==> src/rtl/mux_scan_ctrl.sv <==
// Scan sequencer for a 4:1 mux: steps sel over the enabled channels,
// holds each for DWELL cycles and samples y on the last cycle of the dwell.
// Ports: clk, rst (sync, active high), start, en_mask[3:0], y -> sel[1:0],
//        busy, done (1-cycle pulse), result[3:0] (loaded in the done cycle).
module mux_scan_ctrl #(
  parameter int DWELL = 2
) (
  input  logic       clk,
  input  logic       rst,
  input  logic       start,
  input  logic [3:0] en_mask,
  input  logic       y,
  output logic [1:0] sel,
  output logic       busy,
  output logic       done,
  output logic [3:0] result
);

  typedef enum logic [1:0] {IDLE, SCAN, DONE} state_t;

  localparam logic [3:0] LAST = 4'(DWELL - 1);

  state_t     state, state_n;
  logic [3:0] mask_q, mask_n;
  logic [3:0] acc, acc_n, acc_s;
  logic [3:0] cnt, cnt_n;
  logic [3:0] result_n;
  logic [1:0] sel_n;
  logic       busy_n, done_n;

  logic       low_ok, nxt_ok;
  logic [1:0] low_ch, nxt_ch;

  // Lowest enabled channel of the incoming mask.
  always_comb begin
    low_ok = 1'b0;
    low_ch = 2'd0;
    for (int i = 3; i >= 0; i--) begin
      if (en_mask[i]) begin
        low_ok = 1'b1;
        low_ch = 2'(i);
      end
    end
  end

  // Next enabled channel strictly above sel; none means scan is over.
  always_comb begin
    nxt_ok = 1'b0;
    nxt_ch = 2'd0;
    for (int i = 3; i >= 0; i--) begin
      if (mask_q[i] && (i > int'(sel))) begin
        nxt_ok = 1'b1;
        nxt_ch = 2'(i);
      end
    end
  end

  // Accumulator with this cycle's sample merged in.
  always_comb begin
    acc_s      = acc;
    acc_s[sel] = y;
  end

  always_comb begin
    state_n  = state;
    mask_n   = mask_q;
    acc_n    = acc;
    cnt_n    = cnt;
    sel_n    = sel;
    busy_n   = busy;
    done_n   = 1'b0;
    result_n = result;
    unique case (state)
      IDLE: begin
        busy_n = 1'b0;
        if (start) begin
          acc_n = 4'd0;
          if (low_ok) begin
            mask_n  = en_mask;
            sel_n   = low_ch;
            cnt_n   = 4'd0;
            busy_n  = 1'b1;
            state_n = SCAN;
          end else begin
            result_n = 4'd0;
            done_n   = 1'b1;
            state_n  = DONE;
          end
        end
      end
      SCAN: begin
        if (cnt != LAST) begin
          cnt_n = cnt + 4'd1;
        end else begin
          acc_n = acc_s;
          cnt_n = 4'd0;
          if (nxt_ok) begin
            sel_n = nxt_ch;
          end else begin
            result_n = acc_s;
            busy_n   = 1'b0;
            done_n   = 1'b1;
            state_n  = DONE;
          end
        end
      end
      DONE: begin
        busy_n  = 1'b0;
        state_n = IDLE;
      end
      default: begin
        busy_n  = 1'b0;
        state_n = IDLE;
      end
    endcase
  end

  always_ff @(posedge clk) begin
    if (rst) begin
      state  <= IDLE;
      mask_q <= 4'd0;
      acc    <= 4'd0;
      cnt    <= 4'd0;
      sel    <= 2'd0;
      busy   <= 1'b0;
      done   <= 1'b0;
      result <= 4'd0;
    end else begin
      state  <= state_n;
      mask_q <= mask_n;
      acc    <= acc_n;
      cnt    <= cnt_n;
      sel    <= sel_n;
      busy   <= busy_n;
      done   <= done_n;
      result <= result_n;
    end
  end

endmodule

==> config.mk <==
export PLATFORM = sky130hd
export DESIGN_NAME = mux_scan_ctrl
export DESIGN_NICKNAME = d
export VERILOG_FILES = /design/src/rtl/mux_scan_ctrl.sv
export SDC_FILE = /design/constraint.sdc
export NUM_CORES = 1
export LEC_CHECK = 0
export ABC_AREA = 1
export BUFFER_PORTS_ARGS = -buffer_cell sky130_fd_sc_hd__clkbuf_2
export CAP_MARGIN = 10
export CORE_AREA = 2 2 46 90
export CTS_CLUSTER_DIAMETER = 100
export DETAILED_ROUTE_END_ITERATION = 10
export DIE_AREA = 0 0 48 92
export PLACE_DENSITY_LB_ADDON = 0.2
export SYNTH_ARGS = -nofsm -noshare
export SYNTH_HDL_FRONTEND = slang
export SYNTH_SLANG_ARGS = --single-unit
export TNS_END_PERCENT = 1
==> constraint.sdc <==
create_clock -name clk -period 1.6 [get_ports clk]
set_input_delay 0.08 -clock clk [delete_from_list [all_inputs] [get_ports clk]]
set_output_delay 0.08 -clock clk [all_outputs]
set_load 0.05 [all_outputs]
==> run summary <==
status -> completed
total CTS buffers -> 3
pins over their slew limit -> 0
clk_skew -> 1.323 ps
Layout Cells excl Fill -> 230
syn nets -> 167
Multi-input gate area -> 543.0 µm²
Clk network pwr share -> 0.211
hold depth -> 2
Post-CTS Hold Buffers -> 0
Final HPWL DP -> 2235 µm
Worst R2R Start -> sel[0]
Avg WL per Cell -> 11.75 µm
crit-path max cell delay -> 380 ps
chip width -> 48 µm
CTS Sinks -> 21
Via density -> 4.522
sequential group share of total power -> 0.404
final-layout fill cell count -> 436
max cap viols -> 0
f_max -> 0.7064 GHz
Die ar. -> 4416 µm²
area taken by flip-flops and latches -> 420.4 µm²
DR vias -> 1040
H-tree Lvls -> 1
P_int -> 961.8 µW
most frequent cells in the layout -> 29 x nand2_1, 26 x nor2_1, 21 x inv_1, 21 x dfxtp_1, 16 x a21oi_1
Gate power share -> 0.385
DRC violations left -> 0
Max VDD drop -> 585.5 µV
Port Buffers -> 15
number of library cell types mapped by synthesis -> 21
First DRT Iteration DRCs -> 18
CP max stage cell -> dfxtp_1
vias in the first global route -> 1008
first-pass GRT wire length -> 4257 µm
CP required -> 1760 ps
CTS tree -> done
Critical Path Source Type -> register
setup slack at placement -> 188.9 ps
Root Buffer -> clkbuf_8
Starting Density -> 0.2809
cts repair resizes -> 0
layout cells sized above 1 -> 0.1788
postcts setup bufs -> 0
final period utilization -> 0.8848
Fin. Hold Viols -> 0
Clock transition at path regs -> 70 ps
Ports -> 16
Final #Nets -> 188
Post-Syn Instances -> 159
Worst EP arrival -> 1580 ps
RSZ-0062 raised after global routing -> false
Crit Path Class -> register to register
Cells after DPL -> 226
total grt overflow -> 0
fin util -> 0.3303
Ys Warns -> 0
beginning of the critical path -> sel[0]
area grow syn2layout -> 17.56%
switching share of power -> 0.4154
Routed WL -> 2703 µm
type of the worst min-delay path -> input port to register
setup violators final -> 0
PwrDens -> 1310 nW/µm²
CP cell instances -> nor2_1 > nand2_1 > nand3_2 > nor2_1 > nor2_1 > nand2_1 > nand2_1 > nor2_1
Final min period -> 1416 ps
reg2reg end -> sel[0]
row cnt -> 32
most used cell, CP -> nor2_1
GPL Wtd Cong -> 0.8419
Final ANT Viol Nets -> 0
Avg Cell Area, Syn -> 6.720 µm²
worst relative slew slack -> 0.6930
CP endpoint kind -> register
total power -> 1645 µW
final setup margin -> 184.4 ps
initial antenna violation count -> 0
R2R setup slack -> 180 ps
Psw -> 683.3 µW
commonest non-fill, non-tap cell in the layout -> nand2_1
Worst-Skew Late Latency -> 260 ps
height of the die -> 92 µm
Ant. Diodes -> 0
crit-path max FO -> 7
global-route total usage across every layer -> 0.1352
WHS Endpoint -> cnt[2]
r2r worst-path depth -> 8
final setup TNS -> 0 ps
cell area after synthesis -> 1069 µm²
hold_sp -> rst
Std-Cell Core Area -> 3804 µm²
Leak Pwr -> 0.0005904 µW
post-synthesis sequential area ratio -> 0.3934
maximum buffer depth of the clock tree -> 2
worst-margin pin slew -> 458.8 ps
post-synthesis register bit count -> 21
first-pass detailed-route iteration total -> 4
largest net degree at the start of global routing -> 12
[power groups by stage]
stage	Clock (µW)	Combinational [µW]	Sequential, µW
2_1_floorplan	0	362	796
3_3_place_gp	0	627	673
3_5_place_dp	0	635	677
4_1_cts	359	638	665
6_report	347	633	664
5_1_grt	381	704	675
[flip-flops by register name, indices dropped and copies added, names as in the netlist]
name,cells
acc,4
busy,1
cnt,4
done,1
mask_q,3
result,4
sel,2
state,2
[per-stage QoR]
step / hold slack (ps) / area (µm²)
2_1_floorplan: 149.1 / 1069
3_3_place_gp: 347.5 / 1211
3_5_place_dp: 357.1 / 1211
4_1_cts: 78.14 / 1256
5_1_grt: 83.02 / 1256
6_report: 65.99 / 1256
[layer usage]
metal  track usage  routed length (µm)  vias to the layer above
li1              -                   -                      553
met1        0.1233                 990                      465
met2        0.2556                1564                       15
met3       0.01772                  54                        7
met4       0.06757                  93                        0
met5             0                   0                        -
[worst max-delay path: cells and delay by family (launching register included)]
kind,cells,cell delay [ps]
and+or+nand+nor,8,950
DFF,1,380
[final cells by class]
type,count,area share
Multi-Input combinational cell,113,0.4323
Sequential cell,21,0.3347
Timing Repair Buffer,18,0.07769
Inverter,23,0.06873
Tap cell,51,0.05080
Clock buffer,4,0.03586
[cells in the mapped netlist, drive strengths merged]
cell type  number  area [µm²]
nor2           27       108.9
dfxtp          21       420.4
nand2          34       145.1
inv            23       86.34
nand4           3       18.77
o2111ai         1       8.760
nand3b          1       7.510
nor3            3       15.01
nand3          12       70.07
a21oi          17       88.84
o21bai          2       15.01
buf             2       18.77
o21ai          13       65.06
[worst max path at each step]
| stage | end | depth (start not counted) |
|---|---|---|
| floorplan | result[0] | 7 |
| global placement | sel[0] | 8 |
| detailed placement | sel[0] | 8 |
| CTS | sel[0] | 8 |
| global route | sel[0] | 8 |
| finish | sel[0] | 8 |
[logic make-up after synthesis]
group,count (synthesis),share of synthesized area
and+or+nand+nor,80,0.3419
AOI/OAI and AO/OA,33,0.1663
buffers and inverters,25,0.09837
DFF,21,0.3934
Note: power is estimated with default switching activity, not from simulation.
